$ cat src/rtl/vx_perf_ctr_bank.sv
// vx_perf_ctr_bank
//   Parametrised bank of performance counters. Each cycle every source may
//   present one increment per counter; the per-counter sum over qualified
//   sources is registered, then added into the live counter. Live counters
//   can be copied into shadow registers (snapshot) and/or zeroed (clear) in
//   the same cycle. The shadows are read through an indexed request/response
//   port with a one-cycle response latency.
//
// Ports
//   clk, reset_n      clock, asynchronous active-low reset
//   enable            counting enable; increments presented while low are dropped
//   inc_valid         per-source qualifier
//   inc_data          increments, source-major, counter-minor, INC_BITS each
//   clear_req         zero live counters, overflow flags and stage-1 sums
//   snap_req          copy post-update live counters into the shadows
//   rd_req, rd_addr   shadow read request and counter index
//   rd_rsp_valid      response valid, exactly one cycle per request
//   rd_rsp_data       shadow value (0 for out-of-range index), held when idle
//   ctr_out           live counters, counter 0 at LSB
//   ovf_out           sticky per-counter overflow flags
module vx_perf_ctr_bank #(
    parameter int NUM_CTRS = 14,
    parameter int NUM_SRCS = 4,
    parameter int INC_BITS = 4,
    parameter int CTR_BITS = 44,
    parameter int SATURATE = 0
) (
    input  logic                                   clk,
    input  logic                                   reset_n,
    input  logic                                   enable,
    input  logic [NUM_SRCS-1:0]                    inc_valid,
    input  logic [NUM_SRCS*NUM_CTRS*INC_BITS-1:0]  inc_data,
    input  logic                                   clear_req,
    input  logic                                   snap_req,
    input  logic                                   rd_req,
    input  logic [$clog2(NUM_CTRS)-1:0]            rd_addr,
    output logic                                   rd_rsp_valid,
    output logic [CTR_BITS-1:0]                    rd_rsp_data,
    output logic [NUM_CTRS*CTR_BITS-1:0]           ctr_out,
    output logic [NUM_CTRS-1:0]                    ovf_out
);

    localparam int SRC_W = (NUM_SRCS > 1) ? $clog2(NUM_SRCS) : 1;
    localparam int SUM_W = INC_BITS + SRC_W;

    logic [SUM_W-1:0]    sum_p0  [NUM_CTRS];
    logic [SUM_W-1:0]    sum_p1  [NUM_CTRS];
    logic [CTR_BITS-1:0] ctr_p2  [NUM_CTRS];
    logic [CTR_BITS-1:0] ctr_upd [NUM_CTRS];
    logic [CTR_BITS-1:0] shadow  [NUM_CTRS];
    logic [NUM_CTRS-1:0] carry;

    // Returns {carry, new value}. In saturating mode a carry clamps the value
    // to all-ones; once there, every further non-zero add carries again, so
    // the counter stays pinned.
    function automatic logic [CTR_BITS:0] add_ctr(input logic [CTR_BITS-1:0] ctr,
                                                   input logic [SUM_W-1:0]    inc);
        logic [CTR_BITS:0] raw;
        raw = {1'b0, ctr} + {{(CTR_BITS + 1 - SUM_W){1'b0}}, inc};
        if (SATURATE != 0 && raw[CTR_BITS]) begin
            raw[CTR_BITS-1:0] = '1;
        end
        return raw;
    endfunction

    // ---- stage 0 -> 1: per-counter sum over qualified sources ----
    always_comb begin
        for (int c = 0; c < NUM_CTRS; c++) begin
            sum_p0[c] = '0;
            for (int s = 0; s < NUM_SRCS; s++) begin
                if (enable && inc_valid[s]) begin
                    sum_p0[c] = sum_p0[c]
                              + SUM_W'(inc_data[(s*NUM_CTRS + c)*INC_BITS +: INC_BITS]);
                end
            end
        end
    end

    // Clearing the stage-1 register as well drops the increments sampled on
    // the clear edge, so counting restarts cleanly on the following edge.
    always_ff @(posedge clk or negedge reset_n) begin
        if (!reset_n) begin
            for (int c = 0; c < NUM_CTRS; c++) sum_p1[c] <= '0;
        end else begin
            for (int c = 0; c < NUM_CTRS; c++) sum_p1[c] <= clear_req ? '0 : sum_p0[c];
        end
    end

    // ---- stage 1 -> 2: accumulate into live counters ----
    always_comb begin
        for (int c = 0; c < NUM_CTRS; c++) begin
            {carry[c], ctr_upd[c]} = add_ctr(ctr_p2[c], sum_p1[c]);
        end
    end

    always_ff @(posedge clk or negedge reset_n) begin
        if (!reset_n) begin
            for (int c = 0; c < NUM_CTRS; c++) ctr_p2[c] <= '0;
            ovf_out <= '0;
        end else if (clear_req) begin
            for (int c = 0; c < NUM_CTRS; c++) ctr_p2[c] <= '0;
            ovf_out <= '0;
        end else begin
            for (int c = 0; c < NUM_CTRS; c++) ctr_p2[c] <= ctr_upd[c];
            ovf_out <= ovf_out | carry;
        end
    end

    // Shadows capture the post-update value, independent of clear_req, which
    // makes snap+clear in one cycle an atomic read-and-reset.
    always_ff @(posedge clk or negedge reset_n) begin
        if (!reset_n) begin
            for (int c = 0; c < NUM_CTRS; c++) shadow[c] <= '0;
        end else if (snap_req) begin
            for (int c = 0; c < NUM_CTRS; c++) shadow[c] <= ctr_upd[c];
        end
    end

    // ---- read port: response one cycle after request ----
    always_ff @(posedge clk or negedge reset_n) begin
        if (!reset_n) begin
            rd_rsp_valid <= 1'b0;
            rd_rsp_data  <= '0;
        end else begin
            rd_rsp_valid <= rd_req;
            if (rd_req) begin
                rd_rsp_data <= (int'(rd_addr) < NUM_CTRS) ? shadow[rd_addr] : '0;
            end
        end
    end

    for (genvar g = 0; g < NUM_CTRS; g++) begin : g_out
        assign ctr_out[g*CTR_BITS +: CTR_BITS] = ctr_p2[g];
    end

endmodule

$ cat config.mk
export PLATFORM = sky130hd
export DESIGN_NAME = vx_perf_ctr_bank
export DESIGN_NICKNAME = d
export VERILOG_FILES = /design/src/rtl/vx_perf_ctr_bank.sv
export SDC_FILE = /design/constraint.sdc
export NUM_CORES = 2
export LEC_CHECK = 0
export BUFFER_PORTS_ARGS = -buffer_cell sky130_fd_sc_hd__buf_4
export CORE_MARGIN = 2
export CORE_UTILIZATION = 59
export CTS_CLUSTER_SIZE = 12
export DETAILED_ROUTE_END_ITERATION = 16
export PLACE_DENSITY = 0.82
export SYNTH_ARGS = -nofsm -noshare
export SYNTH_HDL_FRONTEND = slang
export SYNTH_SLANG_ARGS = --single-unit
export TNS_END_PERCENT = 5
$ cat constraint.sdc
create_clock -name clk -period 2.9 [get_ports clk]
set_input_delay 0.145 -clock clk [delete_from_list [all_inputs] [get_ports clk]]
set_output_delay 0.145 -clock clk [all_outputs]
set_load 0.05 [all_outputs]
## Yosys cells after proc, flatten, opt, wreduce, memory -nomap -nowiden

Index checks and enable logic that the tools add are counted.

| storage, ports and cells | value |
|---|---|
| flip-flop bits (word level) | 1375 |
| output and inout port bits | 675 |
| logic and storage cells | 185 |

| operators by class | value |
|---|---|
| add/sub/neg operators | 56 |
| order comparisons | 2 |
| muxes and demuxes | 76 |
| bitwise logic cells | 2 |
| reduce and logical (&&, ||, !) cells | 4 |

Operators by type and width:

| cell | count |
|---|---|
| 44-bit by 6-bit adder with 45-bit output | 14 |
| 616-bit two-way mux | 1 |
| 6-bit two-way mux | 56 |
| 6-bit by 4-bit adder with 6-bit output | 42 |
| 44-bit binary-select mux with 4-bit select | 1 |
| 44-bit two-way mux | 3 |
| 4-bit two-way mux | 14 |
| 14-bit two-way mux | 1 |
| 14-bit OR | 1 |
| 5-bit >= comparator, second input constant | 1 |
| 4-bit inverter with 5-bit output | 1 |
| 1-bit logical AND | 4 |
| 4-bit < comparator, second input constant | 1 |

## Depth between registers and ports, before layout

| logic depth | value |
|---|---|
| depth after elaboration | 9 |
| gate-level depth with buffers | 25 |
| depth with buffers taken out | 20 |

## Least setup slack after synthesis

OpenSTA, ideal clock, no wires.

| path | value |
|---|---|
| path type | input port to flip-flop |
| start point | input port enable |
| end point | register sum_p1[71] (netlist name) |
| library setup time | 78 ps |
| data arrival time | 4420 ps |
| data required time | 2822 ps |
| setup slack | -1598 ps |
| stages on the path | 21 |
| cells stage by stage | clkbuf_1 > buf_2 > buf_2 > clkbuf_1 > clkbuf_1 > and3_1 > ha_1 > inv_1 > fa_1 > o21ai_0 > nand2_1 > fa_1 > nor2_1 > a31oi_1 > inv_1 > ha_1 > a21o_1 > a21o_1 > a21oi_1 > or4b_2 > a21oi_1 |

| on the way | value |
|---|---|
| longest elaborated chain between the ends | 9 |

Ends and longest elaborated chain:

| what | line | text |
|---|---|---|
| from (decl) | 30 | `input logic enable,` |
| 1-bit logical AND | 71 | `if (enable && inc_valid[s]) begin` |
| 4-bit two-way mux | 71 |  |
| 6-bit by 4-bit adder with 6-bit output | 73 | `+ SUM_W'(inc_data[(s*NUM_CTRS + c)*INC_BITS +: INC_BITS]);` |
| 6-bit two-way mux | 71 |  |
| 6-bit by 4-bit adder with 6-bit output | 73 |  |
| 6-bit two-way mux | 71 |  |
| 6-bit by 4-bit adder with 6-bit output | 73 |  |
| 6-bit two-way mux * | 71 |  |
| 6-bit two-way mux * | 85 | `for (int c = 0; c < NUM_CTRS; c++) sum_p1[c] <= clear_req ? '0 : sum_p0[c];` |
| to (decl) | 47 | `logic [SUM_W-1:0] sum_p1 [NUM_CTRS];` |

Every way passes the cells marked *; elsewhere a longest branch is shown, timed or not.
A chain may end at the register's enable or synchronous reset.

## Worst setup path in the final report

| path | value |
|---|---|
| start point | input port inc_valid[0] |
| end point | register sum_p1[47] (netlist name) |

| on the way | value |
|---|---|
| longest elaborated chain between the ends | 9 |

Ends and longest elaborated chain:

| what | line | text |
|---|---|---|
| from (decl) | 31 | `input logic [NUM_SRCS-1:0] inc_valid,` |
| 1-bit logical AND * | 71 |  |
| 4-bit two-way mux * | 71 |  |
| 6-bit by 4-bit adder with 6-bit output | 73 |  |
| 6-bit two-way mux * | 71 |  |
| 6-bit by 4-bit adder with 6-bit output | 73 |  |
| 6-bit two-way mux * | 71 |  |
| 6-bit by 4-bit adder with 6-bit output | 73 |  |
| 6-bit two-way mux * | 71 |  |
| 6-bit two-way mux * | 85 |  |

Marks and branches as above.

==> impl_metrics.tcl <==
set metrics [dict create \
    layout-drive-gt1-share 0.246 \
    slew_violations 0 \
    async_flop_share 1.00 \
    io_pins 913 \
    synth_area_per_cell_sq_um 9.84 \
    synth-seq-cells 1375 \
    grt_pass1_vias 63200 \
    die_w_um 355 \
    dp_hpwl_um 212000 \
    synth_ff_type "dfrtp_1" \
    yosysMostFrequentCell "dfrtp_1" \
    synth_cell_types 77 \
    fin_ws_ps -9.07 \
    cp_max_fo 13 \
    fmax_mhz 344 \
    die_area_sq_um 126000 \
    vias 64400 \
    finClkSkew_ps 23.0 \
    cts.sinks 1375 \
    rsz0062_at_grt "yes" \
    r2r_end "shadow[610]" \
    dp.cells 10100 \
    worst-setup-path-type "primary input to register" \
    fin_crit_ps 2910 \
    drtIter0Drc 7461 \
    dpl-instance-area_sq_um 85100 \
    gr-usage-all-layers 0.433 \
    fillers 8569 \
    gp_congestion 1.02 \
    overflow 0 \
    hold_path_end "sum_p1[63]" \
    antenna_found_initial 17 \
    r2r_cells 8 \
    hold_ws_ps -3.63 \
    fin_nets 9202 \
    grt_pass1_wl_um 404000 \
    clockBufferDepth 3 \
    total_power_mw 47.7 \
    reg2reg_setup_slack_ps 0 \
    core_sq_um 122000 \
    period_share 1.00 \
    syn_inst 7379 \
    placementRows 128 \
    port_buffers 912 \
    synth_nets 7911 \
    design_area_sq_um 91100 \
    drc 0 \
    required_ps 3550 \
    post_drt_wl_per_cell_um 26.6 \
    ant_nets 0 \
    grt_start_max_net_pins 152 \
    synth_edf_count 0 \
    synth_top_cell_by_area "dfrtp_1" \
    p_leak_nw 43.0 \
    synth_common_cells "1,375 x dfrtp_1, 1,354 x nor2_1, 663 x a21oi_1" \
    yosysWarnings 0 \
    start_util 0.596 \
    cts_buffers 142 \
    worstSetupStartpointType "primary input" \
    cap_violations 0 \
    hold_depth 4 \
    status "complete, but fails checks" \
    worst_slew_pin_slew_ps 1210 \
    drt_wl_total_um 277000 \
    hold_violations 1 \
    clk_pin_slew_ps 60 \
    setup_viol 3 \
    hp-class "primary input to register" \
    cts_tree "yes" \
    r2r-start "sum_p1[78]" \
    slew_headroom 0.193 \
    synth_top_area_share 0.474 \
    ys_seq_area_frac 0.474 \
    end_kind "register" \
    vias_per_cell 6.20 \
    min_from "inc_data[183]" \
    clk_latency_ps 780 \
    violations "hold timing, setup timing" \
    dr.pass1.iters 6 \
    htree_num_levels 4 \
    synth_area_sq_um 72600 \
    netlist_top_cells_area "dfrtp_1 47%, nor2_1 7.0%, xnor2_1 5.4%" \
    die_h_um 355 \
    clock_tree.root_cell "clkbuf_16" \
    area_growth_pct 25.5 \
    arrival_ps 3560 \
    p_per_area_nw_per_um2 523 \
    irDropWorstVdd_mv 0.428 \
    final_cells 10400 \
]
sequential cells by signal, summed over array words and instances (netlist names):
name and cells:
ctr_out 616, ovf_out 14, rd_rsp_data 44, rd_rsp_valid 1, shadow 616, sum_p1 84
repair_timing:
action,CTS,global route
setup buffers,3,12
setup endpoints to repair,40,77
resized for setup,32,160
gates cloned,0,3
hold buffers,54,0
endpoints found under the hold margin,1261,0
pin swaps,12,96
kinds of logic (layout without fill, tap and decap cells):
kind of cell	Yosys count	after routing	synth area share
adders and majority gates	322	322	0.0603
DFF	1375	1375	0.474
AOI/OAI and AO/OA	1264	1264	0.103
muxes	322	322	0.0687
and+or+nand+nor	2638	2638	0.170
other	0	8	0
xor gates and xnor gates	693	693	0.0836
buffers and inverters	765	2145	0.0404
worst max path at each step:
stage,startpoint,endpoint,cells past startpoint
after floorplan,enable,sum_p1[29],22
after global placement,inc_valid[0],sum_p1[46],22
after detailed placement,inc_valid[0],sum_p1[40],22
after CTS,enable,sum_p1[64],22
after global routing,inc_valid[0],sum_p1[16],21
final,inc_valid[0],sum_p1[47],19
cell type report:
cell class,instances,area [sq um],share of cell area
Multi-Input combinational cell,5239,36400,0.400
Sequential cell,1375,34400,0.378
Timing Repair Buffer,1532,12500,0.137
Clock buffer,207,4040,0.0443
Tap cell,1625,2030,0.0223
Inverter,380,1430,0.0157
Clock inverter,26,251,0.00276
Antenna cell,8,20.0,0.000220
report_power, final:
group / switching [mW] / internal (mW)
Clock: 7.73 / 9.73
Combinational: 5.31 / 3.59
Sequential: 0.955 / 20.3
layer usage:
metal | track usage | part of all wire
met5 | 0 | 0.00034
met4 | 0.303 | 0.088
met3 | 0.129 | 0.11
met2 | 0.654 | 0.44
met1 | 0.536 | 0.36
cell usage in the layout (no fill, tap or decap), types with 180 or more instances in the layout:
cell / synthesis / layout
ha_1: 238 / 198
a21oi_1: 663 / 628
inv_1: 379 / 368
dfrtp_1: 1375 / 1375
buf_4: 0 / 1407
xor2_1: 249 / 248
xnor2_1: 444 / 424
nand3_1: 180 / 180
nor2_1: 1354 / 1349
nand2_1: 293 / 284
through the flow:
stage	setup TNS, ps	setup WS [ps]	utilization
floorplan	-52660	-1030	-
global placement	-53010	-1020	0.698
detailed placement	-58410	-1100	0.698
CTS	-259	-55.2	0.740
global route	-2560	-152	0.747
finish	-13.9	-9.07	0.747
critical path: stages:
cell and delay [ps]:
buf_16 140, buf_4 160, and3_1 150, ha_2 180, inv_2 60, fa_2 430, o21ai_2 180, nand2_2 90
fa_1 480, nor2_1 50, a31oi_2 200, inv_1 70, ha_1 270, a21o_1 180, a21o_1 180, a21oi_2 180
nor3_2 60, xnor2_1 130, a31o_2 250
No activity file was read; power rests on OpenSTA's default activity.
